## config.mk

```make
export PLATFORM = sky130hd
export DESIGN_NAME = router_dest_reader
export DESIGN_NICKNAME = d
export VERILOG_FILES = /design/src/rtl/router_pkg.sv /design/src/rtl/router_sat_cnt.sv /design/src/rtl/router_dest_reader.sv
export SDC_FILE = /design/constraint.sdc
export NUM_CORES = 1
export LEC_CHECK = 0
export ABC_AREA = 0
export CORE_MARGIN = 1
export CORE_UTILIZATION = 24
export DETAILED_ROUTE_END_ITERATION = 16
export SLEW_MARGIN = 5
export SYNTH_ARGS = -nofsm -noshare
export SYNTH_HDL_FRONTEND = slang
export SYNTH_HIERARCHICAL = 1
export SYNTH_SLANG_ARGS = --single-unit
```

## constraint.sdc

```tcl
create_clock -name clk -period 3.64 [get_ports clk]
set_clock_uncertainty 0.1 [all_clocks]
set_input_delay 0.546 -clock clk [delete_from_list [all_inputs] [get_ports clk]]
set_output_delay 0.546 -clock clk [all_outputs]
set_load 0.1 [all_outputs]
```

## src/rtl/router_pkg.sv

```systemverilog
// Shared types and constants for the router destination-side reader.
package router_pkg;

    localparam int HDR_ADDR_W   = 2;
    localparam int HDR_LEN_W    = 6;
    localparam int TIMEOUT_CYC  = 30;
    localparam int RD_DELAY_MAX = 25;
    localparam int DLY_W        = 5;

    typedef enum logic [2:0] {
        ST_IDLE,
        ST_DELAY,
        ST_HDR,
        ST_HWAIT,
        ST_BODY,
        ST_LAST,
        ST_DONE
    } rdr_state_t;

endpackage

```

## src/rtl/router_sat_cnt.sv

```systemverilog
// Saturating event counter with synchronous clear.
module router_sat_cnt #(
    parameter int WIDTH = 16
) (
    input  logic             clk,
    input  logic             rst,
    input  logic             inc,
    input  logic             clr,
    output logic [WIDTH-1:0] cnt
);

    logic [WIDTH-1:0] cnt_reg;

    always_ff @(posedge clk or negedge rst) begin
        if (!rst) begin
            cnt_reg <= '0;
        end else if (clr) begin
            cnt_reg <= '0;
        end else if (inc && (cnt_reg != '1)) begin
            cnt_reg <= cnt_reg + WIDTH'(1);
        end
    end

    assign cnt = cnt_reg;

endmodule

```

## src/rtl/router_dest_reader.sv

```systemverilog
// Destination-side packet consumer: reads one router output FIFO, reassembles
// header/payload/parity, checks parity and keeps good/error packet counts.
module router_dest_reader
    import router_pkg::*;
#(
    parameter int RD_DELAY = 0,
    parameter int CNT_W    = 16
) (
    input  logic                  clk,
    input  logic                  rst,
    input  logic                  valid_out,
    input  logic [7:0]            data_out,
    input  logic                  soft_reset,
    output logic                  read_enb,
    output logic [7:0]            pld_data,
    output logic                  pld_valid,
    output logic                  pkt_done,
    output logic [HDR_ADDR_W-1:0] pkt_addr,
    output logic [HDR_LEN_W-1:0]  pkt_len,
    output logic                  parity_err,
    output logic                  pkt_drop,
    output logic [CNT_W-1:0]      good_cnt,
    output logic [CNT_W-1:0]      err_cnt
);

    rdr_state_t            state_reg, state_next;
    logic [DLY_W-1:0]      dly_reg, dly_next;
    logic [HDR_LEN_W:0]    rem_reg, rem_next;
    logic [HDR_LEN_W-1:0]  pay_reg, pay_next;
    logic [7:0]            acc_reg, acc_next;
    logic [HDR_ADDR_W-1:0] hdr_addr_reg, hdr_addr_next;
    logic [HDR_LEN_W-1:0]  hdr_len_reg, hdr_len_next;
    logic                  cap_v_reg;
    logic                  abort_reg;
    logic [7:0]            pld_data_reg;
    logic                  pld_valid_reg, pkt_done_reg, pkt_drop_reg, parity_err_reg;
    logic [HDR_ADDR_W-1:0] pkt_addr_reg;
    logic [HDR_LEN_W-1:0]  pkt_len_reg;
    logic                  rd_state, pld_evt, done_evt, perr_evt, abort_evt;

    assign rd_state  = (state_reg == ST_HDR) || (state_reg == ST_BODY);
    assign read_enb  = rd_state & valid_out;
    assign abort_evt = soft_reset && (state_reg != ST_IDLE);

    always_comb begin
        state_next    = state_reg;
        dly_next      = dly_reg;
        rem_next      = rem_reg;
        pay_next      = pay_reg;
        acc_next      = acc_reg;
        hdr_addr_next = hdr_addr_reg;
        hdr_len_next  = hdr_len_reg;
        pld_evt       = 1'b0;
        done_evt      = 1'b0;
        perr_evt      = 1'b0;
        if (abort_evt) begin
            state_next = ST_IDLE;
        end else begin
            case (state_reg)
                ST_IDLE: begin
                    if (valid_out) begin
                        if (RD_DELAY == 0) begin
                            state_next = ST_HDR;
                        end else begin
                            state_next = ST_DELAY;
                            dly_next   = DLY_W'(RD_DELAY);
                        end
                    end
                end
                ST_DELAY: begin
                    if (dly_reg == DLY_W'(1)) state_next = ST_HDR;
                    else                      dly_next   = dly_reg - DLY_W'(1);
                end
                ST_HDR: begin
                    if (read_enb) state_next = ST_HWAIT;
                end
                ST_HWAIT: begin
                    // Header byte is on data_out now; seed parity and byte counts.
                    hdr_addr_next = data_out[HDR_ADDR_W-1:0];
                    hdr_len_next  = data_out[7:HDR_ADDR_W];
                    acc_next      = data_out;
                    rem_next      = {1'b0, data_out[7:HDR_ADDR_W]} + (HDR_LEN_W+1)'(1);
                    pay_next      = data_out[7:HDR_ADDR_W];
                    state_next    = ST_BODY;
                end
                ST_BODY: begin
                    if (read_enb) begin
                        rem_next = rem_reg - (HDR_LEN_W+1)'(1);
                        if (rem_reg == (HDR_LEN_W+1)'(1)) state_next = ST_LAST;
                    end
                    // The final read is the parity byte, so only pay_reg bytes are payload.
                    if (cap_v_reg && (pay_reg != '0)) begin
                        pay_next = pay_reg - HDR_LEN_W'(1);
                        acc_next = acc_reg ^ data_out;
                        pld_evt  = 1'b1;
                    end
                end
                ST_LAST: begin
                    if (cap_v_reg) begin
                        done_evt   = 1'b1;
                        perr_evt   = (acc_reg != data_out);
                        state_next = ST_DONE;
                    end
                end
                ST_DONE: begin
                    state_next = ST_IDLE;
                end
                default: begin
                    state_next = ST_IDLE;
                end
            endcase
        end
    end

    always_ff @(posedge clk or negedge rst) begin
        if (!rst) begin
            state_reg      <= ST_IDLE;
            dly_reg        <= '0;
            rem_reg        <= '0;
            pay_reg        <= '0;
            acc_reg        <= '0;
            hdr_addr_reg   <= '0;
            hdr_len_reg    <= '0;
            cap_v_reg      <= 1'b0;
            abort_reg      <= 1'b0;
            pld_data_reg   <= '0;
            pld_valid_reg  <= 1'b0;
            pkt_done_reg   <= 1'b0;
            pkt_drop_reg   <= 1'b0;
            pkt_addr_reg   <= '0;
            pkt_len_reg    <= '0;
            parity_err_reg <= 1'b0;
        end else begin
            state_reg      <= state_next;
            dly_reg        <= dly_next;
            rem_reg        <= rem_next;
            pay_reg        <= pay_next;
            acc_reg        <= acc_next;
            hdr_addr_reg   <= hdr_addr_next;
            hdr_len_reg    <= hdr_len_next;
            cap_v_reg      <= read_enb;
            abort_reg      <= abort_evt;
            pkt_drop_reg   <= abort_reg;
            pld_valid_reg  <= pld_evt;
            pkt_done_reg   <= done_evt;
            if (pld_evt) pld_data_reg <= data_out;
            if (done_evt) begin
                pkt_addr_reg   <= hdr_addr_reg;
                pkt_len_reg    <= hdr_len_reg;
                parity_err_reg <= perr_evt;
            end
        end
    end

    // Index 0 counts good packets, index 1 counts parity errors and drops.
    logic [1:0]       cnt_inc;
    logic [CNT_W-1:0] cnt_val [2];

    assign cnt_inc[0] = done_evt & ~perr_evt;
    assign cnt_inc[1] = (done_evt & perr_evt) | abort_reg;

    for (genvar gi = 0; gi < 2; gi++) begin : g_cnt
        router_sat_cnt #(.WIDTH(CNT_W)) u_cnt (
            .clk (clk),
            .rst (rst),
            .inc (cnt_inc[gi]),
            .clr (1'b0),
            .cnt (cnt_val[gi])
        );
    end

    assign good_cnt   = cnt_val[0];
    assign err_cnt    = cnt_val[1];
    assign pld_data   = pld_data_reg;
    assign pld_valid  = pld_valid_reg;
    assign pkt_done   = pkt_done_reg;
    assign pkt_drop   = pkt_drop_reg;
    assign pkt_addr   = pkt_addr_reg;
    assign pkt_len    = pkt_len_reg;
    assign parity_err = parity_err_reg;

    rd_delay_legal: assert property (@(posedge clk) disable iff (!rst)
        (RD_DELAY <= RD_DELAY_MAX) && (RD_DELAY_MAX + 1 < TIMEOUT_CYC));

endmodule

```

==> impl_metrics.toml, run 1 <==
[logic_synthesis]
synth_cells = 497
synth.area.top_cells = "dfrtp_1 (47%), mux2_2 (4.4%), a21oi_1 (4.2%)"
synth-seq-area-share_pct = 46.6
synth_cell_types = 59
synthFlopType = "dfrtp_1"
yosys.area.top_type = "dfrtp_1"
async_flop_share_pct = 100
netlist_area_mm2 = 0.00488
ys_ff_latch = 91
yosys_warnings = 6
synth_edf_count = 0
postSynthAreaPerCell_um2 = 9.83
synth_top_area_share_pct = 46.6

[clocking]
ctsResizeCount = 0
clock_tree.root_cell = "clkbuf_16"
clockBufferDepth = 2
clk_pin_slew_ns = 0.07
post-cts-setup-buffers = 0
ctsHoldBuffers = 0
htree_levels = 3
cts_tree = "built"
cts_buffers = 9
clock_latency_ns = 0.35
clock_sinks = 91

[floorplanning]
rows = 51
start_util_pct = 24.8
die_h_um = 145
ioPinCount = 65
die-area_mm2 = 0.0209
core_area_mm2 = 0.0197
die_w_um = 145

[drt]
viasPerCell = 4.80
drc = 0
drt-pass1-iter-count = 4
drt_iter0_drc = 212
via_count = 3982
wl_per_cell_um = 14.1
routed_wl_um = 11700
detail-route-antenna-nets = 0

[global_routing]
antenna_found_initial = 0
grt_pass1_vias = 3662
grt_first_pass_wirelength_um = 19200
grt_max_degree = 50
grt_overflow = 0
grtUsageTotal_pct = 11.7

[power]
p_sw_share_pct = 37.6
clkPwrFrac_pct = 29.7
p_leak_nw = 2.57
peakVddDrop_mv = 0.281
power_density_mw_per_mm2 = 560
p_comb_share_pct = 28.7
switchingPower_w = 0.00130
p_int_w = 0.00216
seqPwrFrac_pct = 41.6
totalPowerFinal_w = 0.00346

[worst_setup_path]
start_kind = "primary input"
cp.required_ns = 3.82
endpoint_kind = "flop"
worst_path_max_delay_cell = "or4_2"
arrival_ns = 3.18
path_class = "in -> reg"
max_stage_delay_ns = 0.71
worstPathCellList = "clkdlybuf4s50_1, xor2_1, nor4_1, nand2_1, nor2_1, inv_1, or4_2, a21oi_1"
critPathMaxFanout = 22

[final_layout]
fill_cells = 2037
largest_reg_flops = 32
layout.nets = 581
diodes = 0
area_delta_synth_final_pct = 26.6
final_util_pct = 31.4
post_route_cells_drive_above_1_share_pct = 13.3

[placement]
portBuffers = 64
post-place-ws_ns = 0.254
globalplace.congestion = 0.781
post-dp-hpwl_um = 8020

[timing]
hold_violations = 0
post-route-min-period_ns = 3.00
rsz0062_at_grt = "false"
relSlewSlack_pct = 29.1
fmax_mhz = 334
fin_tns_setup_ns = 0
whs_ns = 0.104
period_share_pct = 82.3
worst_pin_slew_ns = 1.06
maxSlewViolCount = 0
setup_viol = 0
fin_ws_ns = 0.643

[status]
status = "finished clean"

[job]
maxCapViolCount = 0

[min_path]
holdCritPathClass = "in -> async"
-- layout make-up --
| cell class | count | area (um^2) | area share (%) |
|---|---|---|---|
| Sequential cell | 91 | 2280 | 36.8 |
| Multi-Input combinational cell | 355 | 2400 | 38.9 |
| Inverter | 23 | 86.3 | 1.40 |
| Tap cell | 265 | 332 | 5.36 |
| Clock buffer | 9 | 225 | 3.64 |
| Timing Repair Buffer | 80 | 756 | 12.2 |
| Clock inverter | 7 | 101 | 1.64 |
-- through the flow --
step | instances | area (um^2)
detailed placement | 814 | 5860
finish | 830 | 6180
global route | 830 | 6180
CTS | 830 | 6180
global placement | 814 | 5860
floorplan | 500 | 4890
-- logic make-up after synthesis --
| group | Yosys count | share of synthesized area (%) |
|---|---|---|
| muxes | 27 | 6.23 |
| other | 1 | 0.0768 |
| buffers and inverters | 54 | 4.66 |
| and+or+nand+nor | 183 | 21.8 |
| xor gates and xnor gates | 16 | 2.87 |
| AOI/OAI and AO/OA | 116 | 15.4 |
| DFF | 91 | 46.6 |
| adders and majority gates | 9 | 2.31 |
-- synthesized netlist by cell type (3+ instances only) --
library cell and count:
dfrtp_1 91, a21oi_1 41, nand2_1 40, clkbuf_1 25
inv_1 23, nor2_1 23, o21ai_0 23, mux2_2 19
nand3_1 15, nor3_1 15, o31ai_1 15, nor4_1 14
xor2_1 13, nand4_1 12, nor2b_1 11, or4_1 10
and3_1 9, ha_1 9, mux2_1 8, a311oi_1 6
o21ai_1 6, or3_1 5, a22oi_1 4, and4_2 4
or4_2 4, nand2b_1 3, o22a_1 3, xnor2_1 3
-- layout by cell type, fill, tap and decap left out, types with 8 or more instances in the layout --
master	instances
a21oi_1	41
and3_1	9
buf_4	18
clkbuf_16	9
clkdlybuf4s50_1	62
dfrtp_1	91
ha_1	9
inv_1	23
mux2_1	8
mux2_2	19
nand2_1	40
nand3_1	15
nand4_1	12
nor2_1	23
nor2b_1	11
nor3_1	15
nor4_1	14
o21ai_0	23
o31ai_1	15
or4_1	10
xor2_1	13
-- layer usage --
| metal | wire [um] | GRT usage [%] |
|---|---|---|
| met5 | 0 | 0 |
| met4 | 76 | 2.38 |
| met3 | 541 | 3.28 |
| met2 | 5200 | 18.0 |
| met1 | 5850 | 16.3 |
-- worst paths after layout --
check | from | to | slack [ns] | depth (start not counted)
min in group clk | abort_reg | pkt_drop | 0.29 | 0
min | rst | g_cnt[0].u_cnt/cnt[12] | 0.10 | 1
min reg2reg | abort_reg | pkt_drop | 0.29 | 0
max in group asynchronous | rst | pkt_addr[0] | 2.54 | 2
max | data_out[7] | g_cnt[0].u_cnt/cnt[3] | 0.64 | 8
max reg2reg | acc_reg[7] | g_cnt[0].u_cnt/cnt[3] | 0.87 | 7
-- worst max-delay path, delay by kind of cell --
family	cells	cell delay [ns]
and+or+nand+nor	4	1.55
xor gates and xnor gates	1	0.17
AOI/OAI and AO/OA	1	0.16
buffers and inverters	2	0.75
-- power by group through the flow --
stage | logic [W] | clock network, W | registers (W)
2_1_floorplan | 0.000487 | 0 | 0.00168
3_3_place_gp | 0.000988 | 0 | 0.00145
3_5_place_dp | 0.00100 | 0 | 0.00145
4_1_cts | 0.00100 | 0.00107 | 0.00144
5_1_grt | 0.00109 | 0.00111 | 0.00147
6_report | 0.000995 | 0.00103 | 0.00144
Note: power is estimated with default switching activity, not from simulation.
==> inputs of run 2 (changes only) <==
==> constraint.sdc (replaced) <==
create_clock -name clk -period 2.93 [get_ports clk]
set_clock_uncertainty 0.1 [all_clocks]
set_input_delay 0.4395 -clock clk [delete_from_list [all_inputs] [get_ports clk]]
set_output_delay 0.4395 -clock clk [all_outputs]
set_load 0.1 [all_outputs]
==> impl_metrics.toml, run 2 (same netlist as run 1, synthesis figures left out) <==
[worst_setup_path]
critPathMaxFanout = 11
critPathCapture = "g_cnt[0].u_cnt/cnt[8]"
start_kind = "primary input"
path_class = "in -> reg"
crit_path_start = "data_out[2]"
r2r_slack_ns = 0.35
ff2ff_path_depth = 10
reg2reg_from = "acc_reg[0]"
r2r-end = "g_cnt[0].u_cnt/cnt[8]"
endpoint_kind = "flop"
cp.required_ns = 3.10
arrival_ns = 2.89

[floorplanning]
die-area_mm2 = 0.0209
ioPinCount = 65
core_area_mm2 = 0.0197
die_h_um = 145
start_util_pct = 24.8
die_w_um = 145
rows = 51

[final_layout]
post_route_cells_drive_above_1_share_pct = 24.4
post_layout_nonfiller_instances = 846
largest_reg_flops = 32
diodes = 0
area_delta_synth_final_pct = 27.4
final_common_cell = "dfrtp_1"
fill_cells = 2023
layout.nets = 597
mostFrequentLayoutCells = "dfrtp_1 (91), buf_4 (82), a21oi_1 (41), nand2_1 (40)"

[drt]
drt-pass1-iter-count = 5
drc = 0
viasPerCell = 4.75
drt_iter0_drc = 284
wl_per_cell_um = 14.1
routed_wl_um = 11900
detail-route-antenna-nets = 0
via_count = 4021

[power]
p_leak_nw = 2.77
totalPowerFinal_w = 0.00440
power_density_mw_per_mm2 = 707
peakVddDrop_mv = 0.513

[global_routing]
grtUsageTotal_pct = 12.3
antenna_found_initial = 0
grt_overflow = 0
grt_max_degree = 48
grt_pass1_vias = 3918
grt_first_pass_wirelength_um = 20100

[timing]
fin_tns_setup_ns = 0
fin_ws_ns = 0.205
hold_violations = 0
setup_viol = 0
period_share_pct = 93.0
fmax_mhz = 367
post-route-min-period_ns = 2.73
worst_pin_slew_ns = 0.583
relSlewSlack_pct = 61.0
rsz0062_at_grt = "false"
maxSlewViolCount = 0

[placement]
portBuffers = 64
globalplace.congestion = 0.782
post-dp-hpwl_um = 8510
dp_cells = 829
post-place-ws_ns = -0.226

[clocking]
clockBufferDepth = 2
htree_levels = 3
cts_buffers = 9
clock_tree.root_cell = "clkbuf_16"
clock_latency_ns = 0.35
cts_tree = "built"
clk_pin_slew_ns = 0.07
clock_sinks = 91

[min_path]
holdCritPathClass = "reg -> reg"

[job]
maxCapViolCount = 0

[status]
status = "finished clean"
==> run 2: cell types whose count changed in the layout (fill, tap and decap cells not counted), sizes merged <==
cell | previous run | this run
dlygate4sd3 | 0 | 1
clkbuf | 9 | 12
clkinv | 2 | 1
clkdlybuf4s50 | 62 | 10
inv | 24 | 23
buf | 18 | 85
clkinvlp | 2 | 1
==> run 2: critical path, stage by stage <==
cell and delay (ns):
clkdlybuf4s50_1 0.45, xor2_1 0.22, nor4_1 0.40, nand2_1 0.19
nor2_1 0.17, inv_1 0.17, buf_4 0.19, buf_4 0.13
or3_1 0.34, a21oi_1 0.18
==> run 2: how the worst min path moves through the flow <==
stage / to / start / cells after the start
2_1_floorplan: abort_reg / rst / 0
3_3_place_gp: g_cnt[0].u_cnt/cnt[12] / rst / 1
3_5_place_dp: g_cnt[0].u_cnt/cnt[12] / rst / 1
4_1_cts: pkt_drop / abort_reg / 0
5_1_grt: pkt_drop / abort_reg / 0
6_report: pkt_drop / abort_reg / 0
==> run 2: where the power goes <==
group | internal, W | switching [W]
clock | 0.000793 | 0.000498
sequential | 0.00152 | 0.000249
combinational | 0.000464 | 0.000869
==> run 2: timing repair <==
item                                   in CTS  in global routing
setup endpoints to repair                   0                  6
resized for setup                           0                  1
buffers inserted                            0                  0
endpoints found under the hold margin      21                  0
hold buffers                                1                  0
==> run 2: layer usage <==
metal	track usage, %	routed length [um]	vias to the layer above
met3	2.95	544	9
met5	0	0	-
li1	-	-	1989
met4	3.38	118	0
met1	16.8	5900	1925
met2	19.1	5370	98
==> run 2: final cells by class <==
cell class	count	area [um^2]	area share, %
Tap cell	265	332	5.33
Clock inverter	4	72.6	1.17
Timing Repair Buffer	96	786	12.6
Sequential cell	91	2280	36.6
Clock buffer	12	256	4.12
Multi-Input combinational cell	355	2410	38.8
Inverter	23	86.3	1.39
==> run 2: per-stage QoR <==
step | hold slack, ns | utilization [%] | cell area [um^2]
after floorplan | 0.0439 | - | 4890
final | 0.310 | 31.6 | 6220
after global placement | 0.264 | 29.8 | 5880
after CTS | 0.312 | 31.5 | 6210
after detailed placement | 0.271 | 29.8 | 5880
after global routing | 0.307 | 31.6 | 6220
==> inputs of run 3 (changes only) <==
--- a/config.mk
+++ b/config.mk
@@ -6,9 +6,11 @@
 export NUM_CORES = 1
 export LEC_CHECK = 0
 export ABC_AREA = 0
+export CORE_ASPECT_RATIO = 1.25
 export CORE_MARGIN = 1
-export CORE_UTILIZATION = 24
+export CORE_UTILIZATION = 55
 export DETAILED_ROUTE_END_ITERATION = 16
+export PLACE_DENSITY = 0.8
 export SLEW_MARGIN = 5
 export SYNTH_ARGS = -nofsm -noshare
 export SYNTH_HDL_FRONTEND = slang
==> impl_metrics.toml, run 3 (same netlist as run 1, synthesis figures left out) <==
[job]
maxCapViolCount = 0

[worst_setup_path]
path_class = "in -> reg"
crit_path_start = "data_out[7]"
reg2reg_from = "acc_reg[7]"
worstPathCellList = "clkdlybuf4s50_1, xor2_1, nor4_1, nand2_1, nor2_1, inv_1, buf_12, nor4_1, mux2_1"
cp.required_ns = 3.07
critPathMaxFanout = 12
start_kind = "primary input"
arrival_ns = 2.80
worst_path_most_repeated_cell = "nor4_1"
critPathTopFamily = "simple AND/OR/NAND/NOR gates"
critPathBufInv = 3
endpoint_kind = "flop"
max_stage_delay_ns = 0.44
worst_path_max_delay_cell = "clkdlybuf4s50_1"

[floorplanning]
ioPinCount = 65
start_util_pct = 56.4
die_h_um = 107
die_w_um = 86.3
rows = 38
die-area_mm2 = 0.00926
core_area_mm2 = 0.00865

[timing]
fin_tns_setup_ns = 0
relSlewSlack_pct = 54.9
hold_violations = 0
post-route-min-period_ns = 2.66
period_share_pct = 90.8
fmax_mhz = 376
rsz0062_at_grt = "false"
maxSlewViolCount = 0
worst_pin_slew_ns = 0.677
whs_ns = 0.00762
setup_viol = 0

[clocking]
clock_tree.root_cell = "clkbuf_8"
post-cts-setup-buffers = 0
cts_tree = "built"
clock_latency_ns = 0.37
clockBufferDepth = 2
ctsHoldBuffers = 0
cts_buffers = 9
clk_pin_slew_ns = 0.09
clock_sinks = 91
ctsResizeCount = 0
htree_levels = 3

[final_layout]
fill_cells = 687
multi_input_area_mm2 = 0.00240
mostFrequentLayoutCells = "dfrtp_1 (91), buf_4 (76), a21oi_1 (41), nand2_1 (40)"
post-route-cell-area_mm2 = 0.00581
post_route_cells_drive_above_1_share_pct = 23.3
area_delta_synth_final_pct = 18.9
layout.nets = 590
seq_area_mm2 = 0.00228
largest_reg_flops = 32
final_common_cell = "dfrtp_1"
diodes = 0

[power]
power_density_mw_per_mm2 = 654
p_leak_nw = 2.66
seqPwrFrac_pct = 47.0
peakVddDrop_mv = 0.499
switchingPower_w = 0.00152
p_comb_share_pct = 32.8
clkPwrFrac_pct = 20.2
p_sw_share_pct = 39.9
p_int_w = 0.00228
totalPowerFinal_w = 0.00380

[drt]
viasPerCell = 5.87
drt_iter0_drc = 214
detail-route-antenna-nets = 0
via_count = 4062
drt-pass1-iter-count = 4
routed_wl_um = 10900
wl_per_cell_um = 15.7
drc = 0

[min_path]
holdCritPathClass = "in -> async"

[global_routing]
grt_overflow = 0
grtUsageTotal_pct = 24.7
grt_pass1_vias = 3943
antenna_found_initial = 0
grt_max_degree = 53
grt_first_pass_wirelength_um = 18000

[status]
status = "finished clean"

[placement]
portBuffers = 64
globalplace.congestion = 0.886
post_dp_cell_area_mm2 = 0.00564
post-dp-hpwl_um = 7740
run 3: path summary, 6_finish.rpt:
kind	end	slack, ns	cells past startpoint
max in group asynchronous	rem_reg[3]	2.07	2
min in group clk	pkt_drop	0.29	0
max	g_cnt[0].u_cnt/cnt[9]	0.27	9
min reg2reg	pkt_drop	0.29	0
min	dly_reg[3]	0.008	1
max reg2reg	g_cnt[0].u_cnt/cnt[9]	0.38	8
run 3: metrics by stage:
step                utilization [%]  instances  setup slack (ns)
floorplan                         -        500             0.354
global placement               65.2        678            0.0215
detailed placement             65.2        678            -0.118
CTS                            67.1        692             0.285
global route                   67.1        692             0.136
finish                         67.1        692             0.270
run 3: cell type report:
cell class	instances	area share, %
inverter	23	1.49
timing repair buffer	89	12.6
multi-input combinational	355	41.3
sequential	91	39.2
clock buffer	12	2.67
clock inverter	2	0.215
tap	120	2.59
run 3: worst register-to-register path, stage by stage (launching register included):
cell,delay (ns)
dfrtp_1,0.43
xor2_1,0.15
nor4_1,0.37
nand2_1,0.20
nor2_1,0.17
inv_1,0.14
buf_12,0.17
nor4_1,0.34
mux2_1,0.36
run 3: power groups by stage:
stage                     Combinational, W  Clock (W)  Sequential [W]
after floorplan                   0.000605          0         0.00209
after global placement             0.00122          0         0.00178
after detailed placement           0.00125          0         0.00180
after CTS                          0.00125   0.000785         0.00178
after global routing               0.00136   0.000824         0.00183
final                              0.00125   0.000766         0.00178
run 3: per-layer routing:
| metal | vias to the layer above | GRT usage (%) | part of all wire, % |
|---|---|---|---|
| li1 | 1964 | - | - |
| met1 | 1971 | 28.6 | 42 |
| met2 | 109 | 45.2 | 51 |
| met3 | 18 | 3.07 | 4.2 |
| met4 | 0 | 10.8 | 1.9 |
| met5 | - | 0 | 0 |
